--- src/rtl/data_mem_arbiter_pkg.sv ---
// Shared constants for the data-memory arbiter: port indices and default
// anti-starvation limit.
package data_mem_arbiter_pkg;
  localparam logic PORT_CORE        = 1'b0;
  localparam logic PORT_LOAD        = 1'b1;
  localparam int   MAX_WAIT_DEFAULT = 8;
  localparam int   WAIT_CW          = 8;
endpackage

--- src/rtl/data_mem_arbiter_arb_pick.sv ---
// Combinational two-way winner select: a lone requester always wins, conflicts
// resolve by round-robin or by core priority with a forced loader override.
module arb_pick
  import data_mem_arbiter_pkg::*;
#(
  parameter int ROUND_ROBIN = 0
) (
  input  logic [1:0] req,
  input  logic       rr_last,
  input  logic       force_p1,
  output logic [1:0] gnt
);

  always_comb begin
    gnt = 2'b00;
    case (req)
      2'b01: gnt = 2'b01;
      2'b10: gnt = 2'b10;
      2'b11: begin
        if (ROUND_ROBIN != 0) begin
          // the port that did not win last time takes the conflict
          gnt = (rr_last == PORT_LOAD) ? 2'b01 : 2'b10;
        end else begin
          gnt = force_p1 ? 2'b10 : 2'b01;
        end
      end
      default: gnt = 2'b00;
    endcase
  end

endmodule

--- src/rtl/data_mem_arbiter.sv ---
// Two-port arbiter in front of the data-memory wrapper: accept in N, issue the
// registered command in N+1, return load data to the owner in N+2.
module data_mem_arbiter
  import data_mem_arbiter_pkg::*;
#(
  parameter int ROUND_ROBIN = 0,
  parameter int MAX_WAIT    = MAX_WAIT_DEFAULT,
  parameter int AW          = 16,
  parameter int DW          = 16
) (
  input  logic          clk,
  input  logic          reset,
  input  logic          p0_req,
  input  logic          p0_we,
  input  logic [AW-1:0] p0_addr,
  input  logic [DW-1:0] p0_wdata,
  output logic          p0_gnt,
  output logic          p0_rvalid,
  output logic [DW-1:0] p0_rdata,
  input  logic          p1_req,
  input  logic          p1_we,
  input  logic [AW-1:0] p1_addr,
  input  logic [DW-1:0] p1_wdata,
  output logic          p1_gnt,
  output logic          p1_rvalid,
  output logic [DW-1:0] p1_rdata,
  output logic [AW-1:0] mem_addr,
  output logic [DW-1:0] mem_data,
  output logic          mem_we,
  input  logic [DW-1:0] mem_q,
  output logic          p0_stall
);

  logic [1:0]         req;
  logic [1:0]         gnt;
  logic               force_p1;
  logic               win_we;

  logic               rr_last_q, rr_last_d;
  logic [WAIT_CW-1:0] wait_cnt_q, wait_cnt_d;
  logic [AW-1:0]      mem_addr_q, mem_addr_d;
  logic [DW-1:0]      mem_data_q, mem_data_d;
  logic               mem_we_q, mem_we_d;
  logic               owner_q, owner_d;
  logic               issue_valid_q, issue_valid_d;
  logic               rd_pending_q, rd_pending_d;
  logic               p0_rvalid_q, p0_rvalid_d;
  logic               p1_rvalid_q, p1_rvalid_d;
  logic [DW-1:0]      p0_rdata_q, p0_rdata_d;
  logic [DW-1:0]      p1_rdata_q, p1_rdata_d;

  // nothing is accepted while reset is held, so no access survives the flush
  assign req      = {p1_req, p0_req} & {2{~reset}};
  assign force_p1 = (wait_cnt_q == WAIT_CW'(MAX_WAIT));

  arb_pick #(.ROUND_ROBIN(ROUND_ROBIN)) u_arb_pick (
    .req      (req),
    .rr_last  (rr_last_q),
    .force_p1 (force_p1),
    .gnt      (gnt)
  );

  assign win_we = gnt[1] ? p1_we : p0_we;

  always_comb begin
    rr_last_d     = rr_last_q;
    wait_cnt_d    = wait_cnt_q;
    mem_addr_d    = mem_addr_q;
    mem_data_d    = mem_data_q;
    mem_we_d      = 1'b0;
    owner_d       = owner_q;
    issue_valid_d = 1'b0;
    rd_pending_d  = 1'b0;
    p0_rvalid_d   = 1'b0;
    p1_rvalid_d   = 1'b0;
    p0_rdata_d    = p0_rdata_q;
    p1_rdata_d    = p1_rdata_q;

    if (p1_req && !gnt[1]) begin
      if (wait_cnt_q != '1) wait_cnt_d = wait_cnt_q + 1'b1;
    end else begin
      wait_cnt_d = '0;
    end

    if (gnt != 2'b00) begin
      rr_last_d     = gnt[1];
      mem_addr_d    = gnt[1] ? p1_addr  : p0_addr;
      mem_data_d    = gnt[1] ? p1_wdata : p0_wdata;
      mem_we_d      = win_we;
      owner_d       = gnt[1];
      issue_valid_d = 1'b1;
      rd_pending_d  = ~win_we;
    end

    if (issue_valid_q && rd_pending_q) begin
      if (owner_q == PORT_LOAD) begin
        p1_rvalid_d = 1'b1;
        p1_rdata_d  = mem_q;
      end else begin
        p0_rvalid_d = 1'b1;
        p0_rdata_d  = mem_q;
      end
    end
  end

  always_ff @(posedge clk) begin
    if (reset) begin
      rr_last_q     <= PORT_LOAD;
      wait_cnt_q    <= '0;
      mem_addr_q    <= '0;
      mem_data_q    <= '0;
      mem_we_q      <= 1'b0;
      owner_q       <= PORT_CORE;
      issue_valid_q <= 1'b0;
      rd_pending_q  <= 1'b0;
      p0_rvalid_q   <= 1'b0;
      p1_rvalid_q   <= 1'b0;
      p0_rdata_q    <= '0;
      p1_rdata_q    <= '0;
    end else begin
      rr_last_q     <= rr_last_d;
      wait_cnt_q    <= wait_cnt_d;
      mem_addr_q    <= mem_addr_d;
      mem_data_q    <= mem_data_d;
      mem_we_q      <= mem_we_d;
      owner_q       <= owner_d;
      issue_valid_q <= issue_valid_d;
      rd_pending_q  <= rd_pending_d;
      p0_rvalid_q   <= p0_rvalid_d;
      p1_rvalid_q   <= p1_rvalid_d;
      p0_rdata_q    <= p0_rdata_d;
      p1_rdata_q    <= p1_rdata_d;
    end
  end

  assign p0_gnt    = gnt[0];
  assign p1_gnt    = gnt[1];
  assign p0_stall  = p0_req & ~gnt[0];
  assign p0_rvalid = p0_rvalid_q;
  assign p1_rvalid = p1_rvalid_q;
  assign p0_rdata  = p0_rdata_q;
  assign p1_rdata  = p1_rdata_q;
  assign mem_addr  = mem_addr_q;
  assign mem_data  = mem_data_q;
  assign mem_we    = mem_we_q;

endmodule
--- config.mk ---
export PLATFORM = sky130hd
export DESIGN_NAME = data_mem_arbiter
export DESIGN_NICKNAME = d
export VERILOG_FILES = /design/src/rtl/data_mem_arbiter_pkg.sv /design/src/rtl/data_mem_arbiter_arb_pick.sv /design/src/rtl/data_mem_arbiter.sv
export SDC_FILE = /design/constraint.sdc
export NUM_CORES = 1
export LEC_CHECK = 0
export ABC_CLOCK_PERIOD_IN_PS = 3700
export CAP_MARGIN = 20
export CORE_ASPECT_RATIO = 0.7
export CORE_MARGIN = 2
export CORE_UTILIZATION = 37
export DETAILED_ROUTE_END_ITERATION = 8
export GPL_TIMING_DRIVEN = 1
export PLACE_DENSITY_LB_ADDON = 0.25
export SYNTH_ARGS = -nofsm -noshare
export SYNTH_HDL_FRONTEND = slang
export SYNTH_SLANG_ARGS = --single-unit
--- constraint.sdc ---
create_clock -name clk -period 3.7 [get_ports clk]
set_input_delay 0.37 -clock clk [delete_from_list [all_inputs] [get_ports clk]]
set_output_delay 0.37 -clock clk [all_outputs]
set_load 0.005 [all_outputs]
==> metrics.md <==
| Metric | Value |
|---|---|
| Outcome | `complete, no violations` |
| Number of synthesized flops with an enable pin | `0` |
| Worst-Margin Slew | `0.7357 ns` |
| WP data arrival | `2.76 ns` |
| Register share of total power | `42.9%` |
| Setup crit end kind | `output port` |
| Mapped Cells | `376` |
| # resized after CTS | `0` |
| Final HPWL from detailed placement | `6526 um` |
| Hold-fix buffers, CTS | `0` |
| Clk pwr share | `44.1%` |
| # rows | `28` |
| Max-slew violations | `0` |
| Unrepaired setup endpoints after global routing | `no` |
| Root Buffer | `clkbuf_16` |
| Most frequent cells in the layout | `clkdlybuf4s50_1 (154), dfxtp_1 (78), nand2_1 (66)` |
| Yosys cell types | `36` |
| VDD IR-drop max | `166.5 uV` |
| Worst-path clk slew | `0.06 ns` |
| WS Path Type | `flip-flop to output port` |
| Vias | `3,207` |
| Sequential share of the synthesized area | `49.25%` |
| Required time of the critical path | `3.33 ns` |
| Starting Density | `37.87%` |
| Drc violations | `0` |
| Setup violators final | `0` |
| Comb power frac | `13.0%` |
| Period utilisation layout | `84.62%` |
| IO Count | `156` |
| Ys flop type | `dfxtp_1` |
| Synthesis-stage register bit count | `78` |
| ANT cells | `0` |
| Input/output buffers | `155` |
| Layout net count | `608` |
| Pint | `1651 uW` |
| Hold Fails Final Rpt | `0` |
| Fillers | `745` |
| Starting DRT DRC Count | `222` |
| Setup TNS | `0 ns` |
| Sw frac | `20.83%` |
| H-tree Lvls | `3` |
| CTS tree | `done` |
| Final global-route overflow total | `0` |
| Commonest non-fill, non-tap cell in the layout | `clkdlybuf4s50_1` |
| CTS sink count | `78` |
| Leak | `0.001874 uW` |
| First-pass GRT wire length | `14,500 um` |
| Rel. slew slack | `50.81%` |
| HP Class | `flip-flop to flip-flop` |
| Largest net degree at the start of global routing | `56` |
| Power consumption | `2085 uW` |
| Clock buffer depth | `2` |
| Die X | `114.6 um` |
| Ys Warns | `0` |
| Mapped cell area | `3171 um^2` |
| DRT Pass-1 Iters | `4` |
| Area grow syn2layout | `60.38%` |
| Final wirelength | `9231 um` |
| Vias in the first global route | `3,070` |
| GRT Overall Usage | `19.78%` |
| Avg WL per Cell | `14.70 um` |
| Power per cell area | `410.0 nW/um^2` |
| Syn Area/Cell | `8.432 um^2` |
| Clock latency on the worst-skew pair | `0.32 ns` |
| Via density | `5.107` |
| Initial antenna violation count | `0` |
| Post-CTS Setup Inserts | `0` |
| Fin crit period | `3.131 ns` |
| CP Max Fanout | `20` |
| Num CTS Buffers | `9` |
| Async SR Flop Fraction | `0%` |
| Max-Cap Viols | `0` |
| P_sw | `434.2 uW` |
| Core Area | `8373 um^2` |
| Syn nets | `464` |
| Crit start category | `flip-flop` |
| Max Freq | `0.3194 GHz` |
| Die area | `9337 um^2` |
| Routed Antenna Nets | `0` |
| Layout cells sized above 1 | `4.971%` |
| GPL Wtd Cong | `0.8060` |
| Die extent in y | `81.45 um` |
| Clock skew | `0.007419 ns` |
-- flip-flops by register name, indices dropped and copies added (netlist names) --
name	flops
mem_addr	16
mem_data	16
p0_rdata	16
p1_rdata	16
wait_cnt_q	8
issue_valid_q	1
mem_we	1
owner_q	1
p0_rvalid	1
p1_rvalid	1
rd_pending_q	1
-- through the flow --
stage	area [um^2]	std cells	setup slack, ns	hold WS [ns]	util (%)
floorplan	3171	376	1.492	0.4527	-
global placement	4762	613	0.6871	0.4414	56.87
detailed placement	4762	613	0.6599	0.4461	56.87
CTS	5074	627	0.5394	0.4543	60.59
global route	5085	628	0.4067	0.4679	60.73
finish	5085	628	0.5690	0.4509	60.73
-- final cells by class --
cell class | count | area, um^2 | area share, %
Sequential cell | 78 | 1562 | 30.71
Tap cell | 105 | 131.4 | 2.584
Clock inverter | 4 | 72.57 | 1.427
Multi-Input combinational cell | 263 | 1459 | 28.69
Clock buffer | 10 | 239.0 | 4.700
Timing Repair Buffer | 161 | 1595 | 31.37
Inverter | 7 | 26.28 | 0.5167
-- cells by family after synthesis --
logic type,share of synthesized area [%]
buffers and inverters,4.735
XOR/XNOR,0.2763
AO/OA/AOI/OAI,18.00
multiplexers,0.3157
AND/OR/NAND/NOR,26.64
adder cells (fa/ha/maj),0.7891
flip-flops,49.25
-- Yosys cell counts, types with 2 or more instances --
cell	count	share of area, %
buf_2	3	0.47
buf_6	2	0.71
clkbuf_1	22	2.6
nand3_1	3	0.47
a31oi_1	6	1.2
nor2_1	44	5.2
nand2_1	66	7.8
a211oi_1	17	4.0
and3_1	4	0.79
a22o_1	2	0.55
inv_1	7	0.83
nor2b_1	17	3.4
o21bai_1	2	0.47
and2_1	15	3.0
nor4_1	18	3.6
a221o_1	15	4.7
o21a_1	2	0.47
nor3_1	3	0.47
ha_1	2	0.79
dfxtp_1	78	49
a21oi_1	33	5.2
-- critical path, stage by stage (launching register included) --
cell	delay (ns)
dfxtp_1	0.41
inv_1	0.07
ha_1	0.18
or4b_4	0.21
or2_1	0.56
and3_4	0.45
clkdlybuf4s50_1	0.55
-- layer usage --
| metal | part of all wire, % | wire length, um | track usage, % |
|---|---|---|---|
| met5 | 0 | 0 | 0 |
| met4 | 1.4 | 133 | 6.951 |
| met2 | 46 | 4282 | 32.43 |
| met1 | 45 | 4183 | 24.57 |
| met3 | 6.8 | 632 | 6.642 |
-- power by group through the flow --
stage / registers [uW] / logic [uW] / clock network, uW
detailed placement: 911 / 272 / 0
floorplan: 912 / 86.8 / 0
global placement: 910 / 267 / 0
finish: 894 / 271 / 920
global route: 898 / 292 / 982
CTS: 894 / 273 / 946
-- path summary, 6_finish.rpt --
path | end | cells after the start | slack (ns) | startpoint
setup / recovery | p0_gnt | 6 | 0.57 | wait_cnt_q[0]
hold / removal | p0_rdata[15] | 2 | 0.45 | p0_rdata[15]
setup reg to reg | mem_addr[4] | 6 | 1.34 | wait_cnt_q[0]
hold reg to reg | p0_rdata[15] | 2 | 0.45 | p0_rdata[15]
(Power assumes the default switching activity.)
==> RTL edit 1, RTL diff (same flow settings) <==
`ROUND_ROBIN` is set to 0 in 2 places; all go to 1.
--- a/src/rtl/data_mem_arbiter_arb_pick.sv
+++ b/src/rtl/data_mem_arbiter_arb_pick.sv
@@ -4,5 +4,5 @@
   import data_mem_arbiter_pkg::*;
 #(
-  parameter int ROUND_ROBIN = 0
+  parameter int ROUND_ROBIN = 1
 ) (
   input  logic [1:0] req,
--- a/src/rtl/data_mem_arbiter.sv
+++ b/src/rtl/data_mem_arbiter.sv
@@ -4,5 +4,5 @@
   import data_mem_arbiter_pkg::*;
 #(
-  parameter int ROUND_ROBIN = 0,
+  parameter int ROUND_ROBIN = 1,
   parameter int MAX_WAIT    = MAX_WAIT_DEFAULT,
   parameter int AW          = 16,
Behaviour: not the same (Yosys sat finds a counterexample within 4 cycles, from zero or initial values and one cycle with reset high).
==> RTL edit 1 against the unedited design <==
- area after synthesis is 10% lower
- worst setup slack gained 0.52 ns
- combinational power up 7.4%
- sequential cell count shrank 7
- routed wire length decreased by 2.5%
- via count fell by 7.8%
- power down 12%
- largest power group is now registers
- register-to-register slack improved by 0.92 ns
- synthesized cell count decreased by 15%
- non-clock buffer count unchanged
- cell area decreased by 8.7%
- core utilization is 2.2 points higher
- critical path type is now input pin to output pin
==> RTL edit 1: results (changes against the unedited design) <==
metric,value,unit,change
clock_skew,0.00490,ns,-0.00252 ns
cts_root_buffer,clkbuf_8,,
grt_pass1_vias,2843,,-7.4%
drt-total-wl,9000,µm,-2.5%
clock_path_buffers,2,,unchanged
ys_async_sr_fraction,0,%,unchanged
clk_latency,0.35,ns,+0.03 ns
critical_path_arrival,2.24,ns,-0.52 ns
hpwl,6170,µm,-5.4%
post_cts_buffers,0,,unchanged
nets,545,,-10%
grt_usage,21.4,%,+1.6 points
drt_iter0_markers,192,,-14%
signal_buffers,161,,unchanged
multi_input_gates,184,,-30%
path_max_fanout,18,,-10%
clock_cell_area_share,4.98,%,-1.1 points
drive_gt1_share,5.82,%,+0.85 points
yosys.cell_types.count,24,,-33%
synthTopCellsByArea,"dfxtp_1, a221o_1, a2111oi_0",,
sw_frac_of_total,24.0,%,+3.2 points
dp_cells,546,,-11%
syn-num-nets,404,,-13%
synthMuxAreaShare,0,%,-0.32 points
antenna_found_initial,0,,unchanged
ys_ff_latch,71,,-9.0%
n_clock_buffer,10,,unchanged
synth-main-ff-cell,dfxtp_1,,
synthXorXnorAreaFrac,0,%,-0.28 points
grt_max_degree,46,,-18%
peakVddDrop,274,µV,+64%
slew_headroom,45.8,%,-5.1 points
path_clk_slew,0.08,ns,+0.02 ns
max_cap_viol_count,0,,unchanged
inv_count,32,,+25
outcome,completed,,
wire_per_inst,16.0,µm,+8.9%
grt_pass1_wl,14100,µm,-3.1%
buf_share,34.3,%,+2.9 points
regArea,0.00142,mm²,-9.0%
multi_input_area,0.00116,mm²,-21%
synth_compound_area_share,27.9,%,+9.9 points
vias,2958,,-7.8%
netlist_instances,318,,-15%
io_buffers,155,,unchanged
fillers,643,,-14%
r2r_slack,2.26,ns,+0.92 ns
p_leak,1.74,nW,-7.3%
place_congestion,0.777,,-3.6%
synth_common_cells,"dfxtp_1, nand2_1, a21oi_1",,
largest_cell_class,non-clock buffers,,
yosysSeqAreaShare,49.9,%,+0.62 points
diodes,0,,unchanged
synth_adder_area_share,0,%,-0.79 points
==> RTL edit 1: stage by stage <==
stage	worst slack (ns)	instance area (µm²)	hold WS, ns
6_report	1.09	4640	0.456
5_1_grt	1.00	4640	0.477
4_1_cts	1.11	4640	0.459
3_5_place_dp	1.11	4410	0.447
3_3_place_gp	1.12	4410	0.442
2_1_floorplan	2.21	2850	0.453
==> RTL edit 1: worst max-delay path, stage by stage <==
cell and delay (ns):
clkdlybuf4s50_1 0.88, nor2b_4 0.28, and2_1 0.16, clkdlybuf4s50_1 0.55
==> RTL edit 1: routing by layer <==
metal | share of wire [%] | vias up | GRT usage, %
li1 | - | 1421 | -
met1 | 44 | 1407 | 27.5
met2 | 46 | 113 | 33.1
met3 | 8.4 | 17 | 7.31
met4 | 1.8 | 0 | 8.08
met5 | 0 | - | 0
==> RTL edit 1: final timing paths <==
kind	startpoint	end	cells after the start
setup / recovery	p1_req	p1_gnt	4
hold / removal	p0_rdata[9]	p0_rdata[9]	2
setup reg to reg	rr_last_q	mem_data[10]	4
hold reg to reg	p0_rdata[9]	p0_rdata[9]	2
==> RTL edit 1: power by group through the flow <==
stage                     combinational [mW]  sequential, mW  clock [mW]
final                                  0.291           0.830       0.711
after global routing                   0.314           0.834       0.759
after CTS                              0.293           0.829       0.727
after detailed placement               0.291           0.846           0
after global placement                 0.287           0.846           0
after floorplan                       0.0973           0.847           0
==> RTL edit 1: cell families (layout without fill, tap and decap cells) <==
| group | after synthesis | in the layout |
|---|---|---|
| AO/OA/AOI/OAI | 101 | 101 |
| flip-flops | 71 | 71 |
| AND/OR/NAND/NOR | 83 | 83 |
| buffers and inverters | 63 | 209 |
==> RTL edit 2, RTL diff (same settings) <==
Made on the original files. Make the reset (`reset`) asynchronous in one clocked block.
--- a/src/rtl/data_mem_arbiter.sv
+++ b/src/rtl/data_mem_arbiter.sv
@@ -104,5 +104,5 @@
   end
 
-  always_ff @(posedge clk) begin
+  always_ff @(posedge clk or posedge reset) begin
     if (reset) begin
       rr_last_q     <= PORT_LOAD;
Behaviour: differs if reset is asserted again (counterexample within 4 cycles, from zero or initial values and one cycle with reset high); with reset held inactive, the same outputs for 10 cycles.
==> RTL edit 2 against the unedited design <==
- core utilization decreased by 6.2 points
- clock power decreased by 6.0%
- routed wire length increased by 47%
- critical path depth increased by 2
- fmax increased by 2.9%
- area after synthesis increased by 38%
- sequential cell count unchanged
- via count increased by 37%
- worst setup slack improved by 0.088 ns
- register-to-register slack improved by 0.22 ns
- first-iteration DRC count increased by 110%
- clock skew increased by 0.0037 ns
- power increased by 38%
- cell area increased by 25%
- critical path type unchanged
- largest power group is now registers
==> RTL edit 2: results (changes against the unedited design) <==
metric,value,unit,change
grt_pass1_vias,4327,,+41%
fillers,1015,,+36%
drt_iter0_markers,464,,+110%
hold_slack,0.476,ns,+0.0251 ns
nets,693,,+14%
drive_gt1_share,9.18,%,+4.2 points
gr-usage-met1,29.0,%,+4.4 points
grt_max_degree,43,,-23%
yosysSeqAreaShare,44.6,%,-4.6 points
p_leak,2.56,nW,+37%
drtPass1Iterations,9,,+5
gr-usage-met3,5.53,%,-1.1 points
slowest_stage,clkdlybuf4s50_1,,
min_delay_worst_endpoint,p0_rdata[1],,
dp_cells,751,,+23%
clk_latency,0.34,ns,+0.02 ns
r2r_slack,1.56,ns,+0.22 ns
grt_pass1_wl,21500,µm,+48%
syn-num-nets,555,,+20%
fin_area,0.00633,mm²,+25%
path_max_fanout,34,,+70%
hpwl,9210,µm,+41%
synthTopCellsByArea,"dfrtp_1, a222oi_1, o31a_1",,
r2r-start,wait_cnt_q[0],,
outcome,completed,,
grt_usage,21.2,%,+1.4 points
critical_path_arrival,2.67,ns,-0.09 ns
ys_async_sr_fraction,100,%,+100 points
reg2reg_depth,8,,+2
netlist_instances,467,,+24%
peakVddDrop,227,µV,+36%
critPathTopFamily,buffers and inverters,,
vias,4409,,+37%
yosys.cell_types.count,41,,+14%
[RTL edit 2: cell types whose count changed in the layout (fill, tap and decap cells not counted), sizes merged, moves of 16 or more]
cell	change
inv	+31
dfxtp	-78
nor4	-18
dfrtp	+78
o22ai	+30
mux2	+16
nand3	+29
nor2	-29
a222oi	+29
a21oi	-28
o31a	+31
o21a	+28
[RTL edit 2: how the worst max path moves through the flow]
stage / slack [ns] / startpoint / depth (start not counted) / endpoint
6_report: 0.66 / wait_cnt_q[0] / 8 / p0_stall
5_1_grt: 0.46 / wait_cnt_q[0] / 8 / p0_stall
4_1_cts: 0.66 / wait_cnt_q[0] / 8 / p0_stall
3_5_place_dp: 1.03 / wait_cnt_q[0] / 8 / p0_stall
3_3_place_gp: 1.07 / wait_cnt_q[0] / 8 / p0_stall
2_1_floorplan: 0.87 / reset / 4 / mem_addr[15]
[RTL edit 2: where the power goes]
group	total (mW)	internal [mW]	switching [mW]
logic	0.869	0.551	0.318
registers	1.14	1.03	0.115
clock network	0.865	0.471	0.394
[RTL edit 2: cells by family after synthesis]
group           count (synthesis)  synth area share, %
compound gates                143                 26.1
xor+xnor                        2                0.400
fa+ha+maj                       2                0.572
buf+inv                        77                 7.26
flops                          78                 44.6
mux                            18                 4.58
simple gates                  147                 16.5
[RTL edit 2: layout make-up]
| cell class | count | share of cell area, % |
|---|---|---|
| Multi-Input combinational cell | 312 | 33.4 |
| Clock inverter | 7 | 1.01 |
| Tap cell | 157 | 3.10 |
| Sequential cell | 78 | 30.8 |
| Timing Repair Buffer | 168 | 26.0 |
| Inverter | 36 | 2.15 |
| Clock buffer | 9 | 3.56 |
[RTL edit 2: routing by layer]
layer / vias up / share of wire (%)
li1: 1997 / -
met1: 2117 / 44
met2: 266 / 45
met3: 29 / 9.6
met4: 0 / 1.9
met5: - / 0
